[src/rtl/aca_csu_vl_adder.sv]
// Pipelined carry-select approximate adder with speculative block carries and an optional exact-fix cycle.
// Define ACA_ERR_STATS_EN to add saturating err_cnt/fix_cnt delivery counters.
module aca_csu_vl_adder #(
   parameter int unsigned WIDTH = 32,
   parameter int unsigned BLK   = 8
) (
   input  logic             clk,
   input  logic             rst,
   input  logic             in_valid,
   output logic             in_ready,
   input  logic [WIDTH-1:0] in_a,
   input  logic [WIDTH-1:0] in_b,
   input  logic             approx_mode,
   output logic             out_valid,
   input  logic             out_ready,
   output logic [WIDTH:0]   out_sum,
   output logic             out_err,
   output logic             out_fixed
`ifdef ACA_ERR_STATS_EN
   ,
   output logic [15:0]      err_cnt,
   output logic [15:0]      fix_cnt
`endif
);

   localparam int unsigned NBLK = WIDTH / BLK;

   typedef enum logic [1:0] {IDLE, EVAL, FIX, OUT} state_t;

   state_t           state_q;
   logic [WIDTH-1:0] a_q;
   logic [WIDTH-1:0] b_q;
   logic             mode_q;
   logic             valid_q;
   logic             err_q;
   logic             fixed_q;
   logic [WIDTH:0]   sum_q;

   logic [NBLK-2:0]  gen;
   logic [NBLK-2:0]  prop;
   logic [BLK:0]     blk_raw;
   logic [BLK:0]     blk_sum;
   logic             spec_c;
   logic             chain_c;
   logic             spec_err;
   logic [WIDTH:0]   apx_sum;
   logic [WIDTH:0]   exact_sum;

   // Speculative sum: each block takes the previous block's carry-out computed with cin=0.
   always_comb begin
      gen       = '0;
      prop      = '0;
      blk_raw   = '0;
      blk_sum   = '0;
      spec_c    = 1'b0;
      chain_c   = 1'b0;
      spec_err  = 1'b0;
      apx_sum   = '0;
      for (int unsigned k = 0; k < NBLK; k++) begin
         blk_raw = {1'b0, a_q[k*BLK +: BLK]} + {1'b0, b_q[k*BLK +: BLK]};
         blk_sum = blk_raw + (BLK+1)'(spec_c);
         apx_sum[k*BLK +: BLK] = blk_sum[BLK-1:0];
         spec_c  = blk_raw[BLK];
      end
      apx_sum[WIDTH] = blk_sum[BLK];
      for (int unsigned k = 0; k < NBLK - 1; k++) begin
         gen[k]  = (({1'b0, a_q[k*BLK +: BLK]} + {1'b0, b_q[k*BLK +: BLK]}) >> BLK) != '0;
         prop[k] = &(a_q[k*BLK +: BLK] ^ b_q[k*BLK +: BLK]);
      end
      // A speculated carry is wrong only where a fully-propagating block receives a true carry.
      for (int unsigned k = 1; k < NBLK; k++) begin
         spec_err = spec_err | (prop[k-1] & chain_c);
         chain_c  = gen[k-1] | (prop[k-1] & chain_c);
      end
      exact_sum = {1'b0, a_q} + {1'b0, b_q};
   end

   assign in_ready  = (state_q == IDLE) || ((state_q == OUT) && out_ready);
   assign out_valid = valid_q;
   assign out_sum   = sum_q;
   assign out_err   = err_q;
   assign out_fixed = fixed_q;

   always_ff @(posedge clk or posedge rst) begin
      if (rst) begin
         state_q <= IDLE;
         a_q     <= '0;
         b_q     <= '0;
         mode_q  <= 1'b0;
         valid_q <= 1'b0;
         err_q   <= 1'b0;
         fixed_q <= 1'b0;
         sum_q   <= '0;
      end else begin
         case (state_q)
            IDLE: begin
               if (in_valid) begin
                  a_q     <= in_a;
                  b_q     <= in_b;
                  mode_q  <= approx_mode;
                  state_q <= EVAL;
               end
            end
            EVAL: begin
               if (!spec_err || mode_q) begin
                  sum_q   <= apx_sum;
                  err_q   <= spec_err;
                  fixed_q <= 1'b0;
                  valid_q <= 1'b1;
                  state_q <= OUT;
               end else begin
                  state_q <= FIX;
               end
            end
            FIX: begin
               sum_q   <= exact_sum;
               err_q   <= 1'b0;
               fixed_q <= 1'b1;
               valid_q <= 1'b1;
               state_q <= OUT;
            end
            OUT: begin
               if (out_ready) begin
                  valid_q <= 1'b0;
                  if (in_valid) begin
                     a_q     <= in_a;
                     b_q     <= in_b;
                     mode_q  <= approx_mode;
                     state_q <= EVAL;
                  end else begin
                     state_q <= IDLE;
                  end
               end
            end
            default: state_q <= IDLE;
         endcase
      end
   end

`ifdef ACA_ERR_STATS_EN
   logic [15:0] err_cnt_q;
   logic [15:0] err_cnt_d;
   logic [15:0] fix_cnt_q;
   logic [15:0] fix_cnt_d;

   // Saturating counts of delivered inexact / corrected results.
   always_comb begin
      err_cnt_d = err_cnt_q;
      fix_cnt_d = fix_cnt_q;
      if (valid_q && out_ready) begin
         if (err_q && (err_cnt_q != 16'hFFFF)) err_cnt_d = err_cnt_q + 16'd1;
         if (fixed_q && (fix_cnt_q != 16'hFFFF)) fix_cnt_d = fix_cnt_q + 16'd1;
      end
   end

   always_ff @(posedge clk or posedge rst) begin
      if (rst) begin
         err_cnt_q <= '0;
         fix_cnt_q <= '0;
      end else begin
         err_cnt_q <= err_cnt_d;
         fix_cnt_q <= fix_cnt_d;
      end
   end

   assign err_cnt = err_cnt_q;
   assign fix_cnt = fix_cnt_q;
`endif

endmodule

[config.mk]
export PLATFORM = sky130hd
export DESIGN_NAME = aca_csu_vl_adder
export DESIGN_NICKNAME = d
export VERILOG_FILES = /design/src/rtl/aca_csu_vl_adder.sv
export SDC_FILE = /design/constraint.sdc
export NUM_CORES = 1
export LEC_CHECK = 0
export BUFFER_PORTS_ARGS = -buffer_cell sky130_fd_sc_hd__buf_2
export CAP_MARGIN = 0
export CORE_ASPECT_RATIO = 0.8
export CORE_UTILIZATION = 62
export DETAILED_ROUTE_END_ITERATION = 12
export PLACE_DENSITY = 0.9
export SYNTH_ARGS = -nofsm -noshare
export SYNTH_HDL_FRONTEND = slang
export SYNTH_SLANG_ARGS = --single-unit
[constraint.sdc]
create_clock -name clk -period 10.7 [get_ports clk]
set_clock_uncertainty 0.15 [all_clocks]
set_input_delay 0 -clock clk [delete_from_list [all_inputs] [get_ports clk]]
set_output_delay 0 -clock clk [all_outputs]
set_load 0.05 [all_outputs]
==> metrics.yaml, run 1 <==
worst_slack_ns: 6.846
drv_slew: 0
syn_inst: 627
postCtsSetupBuffers: 0
critical_path.cell_chain: "ha_1, inv_1, fa_1, nand2b_1, a21oi_2, a221oi_4, o21ai_1, ha_1, and3_1, nor3b_1, nand4_1, nand2_1, o311ai_0, a31oi_1, xnor2_1, o21ai_1"
synth_edf_count: 0
numCtsBuffers: 9
min_path_type: "in2async"
worstSetupPathType: "reg2reg"
core_area_sq_mm: 0.009849
diodes: 0
antenna_found_initial: 0
yosysTopAreaCellShare_pct: 40.23
fmax_ghz: 0.2595
area_delta_synth_final_pct: 24.75
die_w_microns: 115.6
cts_tree: "done"
drt_pre_antenna_iters: 6
gr-usage-all-layers_pct: 32.56
grt_pass1_vias: 5548
synth_area_leaders: "dfrtp_1 (40%), mux2_2 (12%), ha_1 (7.8%)"
ios: 106
path_buf_inv: 1
synth_seq_cells: 103
synth_top_area_cell: "dfrtp_1"
path_delay_family: "compound AO/OA/AOI/OAI gates"
clockRootBuffer: "clkbuf_16"
fin_crit_ns: 3.854
io_buffers: 105
finalHoldViolations: 0
worstSkewPairLatency_ns: 0.35
ys_seq_area_share_pct: 40.23
routedWlPerCell_microns: 17.76
fp.dieH_microns: 92.92
clockBufferDepth: 2
worst-slew-pin-transition_ns: 0.8016
ys.warnings.count: 0
ys_async_sr_fraction_pct: 100.0
num_rows: 32
fin_tns_setup_ns: 0
max-slew-margin-rel_pct: 46.37
cts.sinks: 103
netlist_area_sq_mm: 0.006406
nNetsFinal: 902
overflow: 0
cpMaxStageDelayCell: "fa_1"
drtAntennaViolNets: 0
cts-htree-levels: 3
worstSetupEndpointType: "flip-flop"
grt_pass1_wl_mm: 26.80
slowest_delay_ns: 0.45
clk_pin_slew_ns: 0.07
vias: 5538
vias_per_cell: 5.968
maxCapViolations: 0
syn_nets: 741
synth.most_common_cell: "dfrtp_1"
synth_common_cells: "dfrtp_1 (103), mux2_2 (69), nand2_1 (64)"
grt_max_degree: 63
preCtsSetupSlack_ns: 6.903
fin_util_pct: 81.14
dpl.hpwl_mm: 11.12
drtIter0Drc: 470
start_util_pct: 65.04
ys.flop_type: "dfrtp_1"
rsz0062_at_grt: "false"
path_max_fanout: 4
status: "complete, no violations"
synth_cell_types: 61
fin_crit_sh_pct: 36.02
drive_gt1_share_pct: 27.40
syn_area_per_cell_sq_um: 10.22
place.gp.congestion: 0.8943
crit_required_ns: 10.77
routed_wirelength_mm: 16.48
crit_arrival_ns: 3.92
setup_viol: 0
cp-start-kind: "flip-flop"
route.detailed.drc: 0
die_area_sq_mm: 0.01075
-- cell usage in the layout (no fill, tap or decap), types with 7 or more instances in the layout --
master and instances:
ha_1 40, dfrtp_1 103, xor2_1 23, nand2_1 63
o21ai_0 34, dlygate4sd3_1 68, o21ai_1 16, nand3_1 7
nor2b_1 8, nor3_1 13, nand2b_1 9, mux2_2 69
a21o_1 14, nand4_1 7, inv_1 19, xnor2_1 25
a21oi_1 39, clkbuf_16 9, nor2_1 30, buf_2 105
-- metal layers --
metal	share of wire [%]	global-route usage (%)	vias to the layer above
li1	-	-	2545
met1	42	41.06	2656
met2	48	55.09	284
met3	7.6	6.937	53
met4	3.0	11.75	0
met5	0	0	-
-- final cells by class --
type,instances,area [sq um]
repair buffers,177,1236
multi-input cells,477,3632
well taps,136,170.2
inverters,20,77.57
clock inverters,5,58.81
clock buffers,10,239.0
fillers,601,1858
flip-flops and latches,103,2577
-- through the flow --
stage	hold slack, ns	cells	instance area (sq um)
3_3_place_gp	-0.07412	845	7013
5_1_grt	0.1481	928	7991
4_1_cts	0.1243	928	7991
2_1_floorplan	0.0005759	627	6406
6_report	0.1014	928	7991
3_5_place_dp	-0.06151	845	7013
-- sequential cells by signal, indices dropped and copies added (netlist names) --
name,flops
out_err,1
a_q,32
out_sum,33
b_q,32
out_fixed,1
state_q,2
out_valid,1
mode_q,1
-- worst min-delay path: cells and delay by family --
| family | cells | cell delay, ns |
|---|---|---|
| buffers and inverters | 3 | 1.05 |
-- cell families after synthesis --
family          share of synthesized area [%]
compound gates                          16.23
xor+xnor                                6.562
fa+ha+maj                               9.375
buf+inv                                 3.223
flops                                   40.23
mux                                     12.91
simple gates                            11.46
-- what timing repair did --
item                                    in CTS  in global routing
endpoints found under the hold margin      109                  0
hold buffers                                68                  0
endpoints found under the setup margin       0                  0
gates resized for setup                      0                  0
-- worst paths after layout --
kind | slack, ns | to | from | depth (start not counted)
setup reg to reg | 6.85 | out_sum[23] | a_q[8] | 16
min in group clk | 0.27 | a_q[6] | in_a[6] | 3
setup / recovery | 6.85 | out_sum[23] | a_q[8] | 16
hold reg to reg | 0.33 | out_sum[20] | out_sum[20] | 2
max in group asynchronous | 9.14 | out_sum[11] | rst | 4
hold / removal | 0.10 | out_sum[19] | rst | 3
Power of run 1 is not shown: default switching activity piles up to over one toggle a cycle in this logic, so the estimate is an artifact.
==> inputs of run 2 (changes only) <==
--- a/config.mk
+++ b/config.mk
@@ -8,9 +8,9 @@
 export BUFFER_PORTS_ARGS = -buffer_cell sky130_fd_sc_hd__buf_2
 export CAP_MARGIN = 0
 export CORE_ASPECT_RATIO = 0.8
-export CORE_UTILIZATION = 62
+export CORE_UTILIZATION = 52
 export DETAILED_ROUTE_END_ITERATION = 12
-export PLACE_DENSITY = 0.9
+export PLACE_DENSITY = 0.8
 export SYNTH_ARGS = -nofsm -noshare
 export SYNTH_HDL_FRONTEND = slang
 export SYNTH_SLANG_ARGS = --single-unit
==> constraint.sdc (replaced) <==
create_clock -name clk -period 3.43 [get_ports clk]
set_clock_uncertainty 0.15 [all_clocks]
set_input_delay 0 -clock clk [delete_from_list [all_inputs] [get_ports clk]]
set_output_delay 0 -clock clk [all_outputs]
set_load 0.05 [all_outputs]
==> metrics.yaml, run 2 (synthesized netlist as in run 1, its figures left out) <==
clockBufferDepth: 2  # unchanged
diodes: 0  # unchanged
area_delta_synth_final_pct: 29.69
fin_crit_ns: 3.289  # -0.5651 ns
cts_tree: "done"
grt_pass1_vias: 5504  # -0.79%
place.gp.congestion: 0.8770  # -1.9%
min_path_type: "in2async"
largest_reg_flops: 33  # unchanged
die_w_microns: 126.1  # +9.0%
grt_max_degree: 81  # +29%
setup_viol: 0  # unchanged
status: "complete, no violations"
drive_gt1_share_pct: 32.23  # +4.8 points
layout_common_cells: "buf_2 (105), dfrtp_1 (103), mux2_2 (69), dlygate4sd3_1 (68), nand2_1 (63)"
drtIter0Drc: 392  # -17%
cts-htree-levels: 3  # unchanged
maxCapViolations: 0  # unchanged
final_common_cell: "buf_2"
routed_wirelength_mm: 15.92  # -3.4%
clk_pin_slew_ns: 0.07  # about the same
die_area_sq_mm: 0.01277  # +19%
fin_crit_sh_pct: 95.89  # +60 points
multi_input_area_sq_mm: 0.003732  # +2.8%
routedWlPerCell_microns: 16.46  # -7.3%
worstSetupEndpointType: "flip-flop"
crit_arrival_ns: 3.39  # -0.53 ns
worstSetupPathType: "reg2reg"
core_area_sq_mm: 0.01174  # +19%
numCtsBuffers: 9  # unchanged
crit_required_ns: 3.53  # -7.24 ns
path_max_fanout: 4  # unchanged
vias: 5377  # -2.9%
clockRootBuffer: "clkbuf_16"
fillers: 874  # +45%
overflow: 0  # unchanged
drt_pre_antenna_iters: 5  # -1
vias_per_cell: 5.560  # -6.8%
worstSkewPairLatency_ns: 0.36  # about the same
drtAntennaViolNets: 0  # unchanged
regArea_sq_mm: 0.002577  # unchanged
fmax_ghz: 0.3041  # +17%
gr-usage-all-layers_pct: 26.18  # -6.4 points
cts.sinks: 103  # unchanged
cp-start-kind: "flip-flop"
start_util_pct: 54.58  # -10 points
io_buffers: 105  # unchanged
worst-slew-pin-transition_ns: 0.9790  # +0.1774 ns
rsz0062_at_grt: "true"
finalHoldViolations: 0  # unchanged
route.detailed.drc: 0  # unchanged
dpl.hpwl_mm: 11.26  # +1.3%
ios: 106  # unchanged
fp.dieH_microns: 101.3  # +9.0%
drv_slew: 0  # unchanged
nNetsFinal: 929  # +3.0%
antenna_found_initial: 0  # unchanged
grt_pass1_wl_mm: 26.39  # -1.5%
num_rows: 35  # +9.4%
max-slew-margin-rel_pct: 34.73  # -12 points
fin_tns_setup_ns: 0  # unchanged
run 2: cell count changes in the layout (fill, tap and decap cells not counted), sizes merged:
cell / before / now
buf: 109 / 136
clkinv: 2 / 3
clkinvlp: 2 / 0
inv: 20 / 21
run 2: stage by stage:
step                      hold slack (ns)  area, sq um  util (%)  setup WS [ns]  cells
final                              0.2542         8308     70.79         0.1411    967
after global routing               0.2680         8308     70.79       -0.05685    967
after CTS                          0.2533         8182     69.71       0.008163    963
after detailed placement          0.08519         7204     61.39       0.006632    880
after global placement            0.08220         7204     61.39        0.06523    880
after floorplan                 0.0005759         6410         -        0.02134    627
run 2: final cells by class:
| cell class | instances | area share, % |
|---|---|---|
| Tap cell | 148 | 2.229 |
| Sequential cell | 103 | 31.02 |
| Clock buffer | 10 | 2.877 |
| Timing Repair Buffer | 204 | 17.32 |
| Inverter | 20 | 0.9337 |
| Clock inverter | 5 | 0.6928 |
| Multi-Input combinational cell | 477 | 44.92 |
run 2: final timing paths:
kind / from / to / slack, ns / depth (start not counted)
setup / recovery: a_q[20] / out_sum[31] / 0.14 / 15
hold / removal: rst / a_q[17] / 0.25 / 3
setup reg to reg: a_q[20] / out_sum[31] / 0.14 / 15
hold reg to reg: out_sum[8] / out_sum[8] / 0.33 / 2
max in group asynchronous: rst / out_sum[4] / 2.06 / 4
min in group clk: in_b[19] / b_q[19] / 0.26 / 3
run 2: layer usage:
layer  vias to the layer above  wire (microns)  track usage [%]
li1                       2603               -                -
met1                      2574            7248            34.95
met2                       175            7630            44.45
met3                        25             784            4.332
met4                         0             256            7.414
met5                         -               0                0
run 2: timing repair:
action	CTS	global route
resized for setup	0	22
hold endpoints to repair	145	0
setup buffers	0	4
hold buffers	68	0
setup endpoints to repair	0	17
run 2: critical path: stages (launching register included):
cell and delay (ns):
dfrtp_1 0.39, ha_1 0.26, a21oi_2 0.18, o21bai_1 0.08, a21o_1 0.19, a21o_1 0.18
fa_2 0.35, a21o_1 0.18, nand2b_1 0.15, a21oi_2 0.18, nor3_1 0.07, nor2_2 0.16
o41ai_4 0.11, a311oi_2 0.30, xor2_1 0.20, o21ai_2 0.06
Power of run 2 is left out for the same reason.
==> inputs of run 3 (changes only) <==
--- a/config.mk
+++ b/config.mk
@@ -5,7 +5,7 @@
 export SDC_FILE = /design/constraint.sdc
 export NUM_CORES = 1
 export LEC_CHECK = 0
-export BUFFER_PORTS_ARGS = -buffer_cell sky130_fd_sc_hd__buf_2
+export BUFFER_PORTS_ARGS = -buffer_cell sky130_fd_sc_hd__buf_4
 export CAP_MARGIN = 0
 export CORE_ASPECT_RATIO = 0.8
 export CORE_UTILIZATION = 52
==> metrics.yaml, run 3 (synthesized netlist as in run 1, its figures left out) <==
path_buf_inv: 0  # unchanged
cts.sinks: 103  # unchanged
post-place-cells: 879  # -0.11%
cpMaxStageDelayCell: "dfrtp_1"
maxCapViolations: 0  # unchanged
cts-htree-levels: 3  # unchanged
route.detailed.drc: 0  # unchanged
top_layer: "met4"
slowest_delay_ns: 0.41  # +0.02 ns
largest_reg_flops: 33  # unchanged
met1_length_mm: 7.234  # -0.19%
worst_slack_ns: 0.09282  # -0.04830 ns
routedWlPerCell_microns: 16.51  # +0.26%
place.gp.congestion: 0.9102  # +3.8%
grt_max_degree: 40  # -51%
dpl.hpwl_mm: 11.54  # +2.5%
fmax_ghz: 0.2997  # -1.4%
gr-usage-all-layers_pct: 26.31  # +0.13 points
path_delay_family: "compound AO/OA/AOI/OAI gates"
worstSetupPathType: "reg2reg"
worstSetupEndpointType: "flip-flop"
cts_tree: "done"
fp.dieH_microns: 101.3  # unchanged
fin_crit_sh_pct: 97.29  # +1.4 points
worst_path_most_repeated_cell: "a21o_1"
met2_wirelength_mm: 7.640  # +0.13%
status: "complete, no violations"
vias: 5399  # +0.41%
clockBufferDepth: 2  # unchanged
drtAntennaViolNets: 0  # unchanged
drv_slew: 0  # unchanged
crit_arrival_ns: 3.43  # +0.04 ns
crit_required_ns: 3.52  # about the same
drt_pre_antenna_iters: 6  # +1
start_util_pct: 54.58  # unchanged
num_rows: 35  # unchanged
drive_gt1_share_pct: 31.62  # -0.61 points
cp-start-kind: "flip-flop"
setup_viol: 0  # unchanged
clk_pin_slew_ns: 0.07  # about the same
final_common_cell: "buf_4"
ios: 106  # unchanged
core_area_sq_mm: 0.01174  # unchanged
area_delta_synth_final_pct: 34.57
antenna_found_initial: 0  # unchanged
grt_pass1_wl_mm: 26.69  # +1.2%
critical_path.cell_chain: "ha_4, a21oi_4, o21bai_1, a21o_1, a21o_1, fa_2, a21o_1, nand2b_1, a21oi_2, nor3_1, nor2_2, o41ai_4, a311oi_2, xor2_1, o21ai_2"
die_area_sq_mm: 0.01277  # unchanged
clockRootBuffer: "clkbuf_16"
wl_met3_microns: 814  # +3.8%
overflow: 0  # unchanged
min_path_type: "in2async"
path_max_fanout: 3  # -1
numCtsBuffers: 9  # unchanged
cp.depth: 15  # unchanged
preCtsSetupSlack_ns: -0.06952  # -0.07616 ns
worstSkewPairLatency_ns: 0.35  # about the same
stdcell_count: 967  # unchanged
rsz0062_at_grt: "true"
max-slew-margin-rel_pct: 54.30  # +20 points
vias_per_cell: 5.583  # +0.41%
io_buffers: 105  # unchanged
fin_util_pct: 73.45  # +2.7 points
nNetsFinal: 928  # -0.11%
die_w_microns: 126.1  # unchanged
fin_crit_ns: 3.337  # +0.04830 ns
layout_common_cells: "buf_4 (134), dfrtp_1 (103), mux2_2 (69), dlygate4sd3_1 (68), nand2_1 (63)"
worst-slew-pin-transition_ns: 0.6783  # -0.3007 ns
diodes: 0  # unchanged
r2r_cells: 15  # unchanged
routed_wirelength_mm: 15.96  # +0.26%
finalHoldViolations: 0  # unchanged
drtIter0Drc: 294  # -25%
grt_pass1_vias: 5504  # unchanged
run 3: layout make-up:
cell class	instances	area, sq um
Clock buffer	10	229.0
Clock inverter	6	115.1
Fill cell	816	3115
Inverter	20	77.57
Multi-Input combinational cell	477	3730
Sequential cell	103	2577
Tap cell	148	185.2
Timing Repair Buffer	203	1707
run 3: through the flow:
| step | setup TNS (ns) | area [sq um] | hold slack (ns) |
|---|---|---|---|
| finish | 0 | 8621 | 0.09174 |
| global placement | 0 | 7472 | -0.09813 |
| global route | -0.1172 | 8621 | 0.1182 |
| floorplan | 0 | 6410 | 0.0005759 |
| CTS | -0.02632 | 8506 | 0.09757 |
| detailed placement | -0.07770 | 7472 | -0.08048 |
run 3: timing repair:
item | CTS | global route
endpoints found under the hold margin | 100 | 0
pin swaps | 0 | 11
resized for setup | 2 | 18
hold buffers | 68 | 0
buffers inserted | 0 | 4
setup endpoints to repair | 2 | 10
run 3: final timing paths:
| check | from | end | slack [ns] |
|---|---|---|---|
| max | a_q[21] | out_sum[31] | 0.09 |
| min | rst | b_q[15] | 0.09 |
| max reg2reg | a_q[21] | out_sum[31] | 0.09 |
| min reg2reg | out_sum[6] | out_sum[6] | 0.34 |
| max in group asynchronous | rst | out_sum[25] | 2.18 |
| min in group clk | in_b[23] | b_q[23] | 0.26 |
run 3: per-layer routing:
layer  global-route usage [%]  vias up
met2                    45.47      184
li1                         -     2605
met1                    34.24     2585
met4                    8.248        0
met5                        0        -
met3                    4.226       25
run 3: worst reg2reg max path, stage by stage, from the launching register on:
cell,delay [ns]
dfrtp_1,0.41
ha_4,0.26
a21oi_4,0.16
o21bai_1,0.08
a21o_1,0.20
a21o_1,0.18
fa_2,0.36
a21o_1,0.18
nand2b_1,0.15
a21oi_2,0.18
nor3_1,0.07
nor2_2,0.16
o41ai_4,0.11
a311oi_2,0.30
xor2_1,0.21
o21ai_2,0.07
Power of run 3 is left out for the same reason.
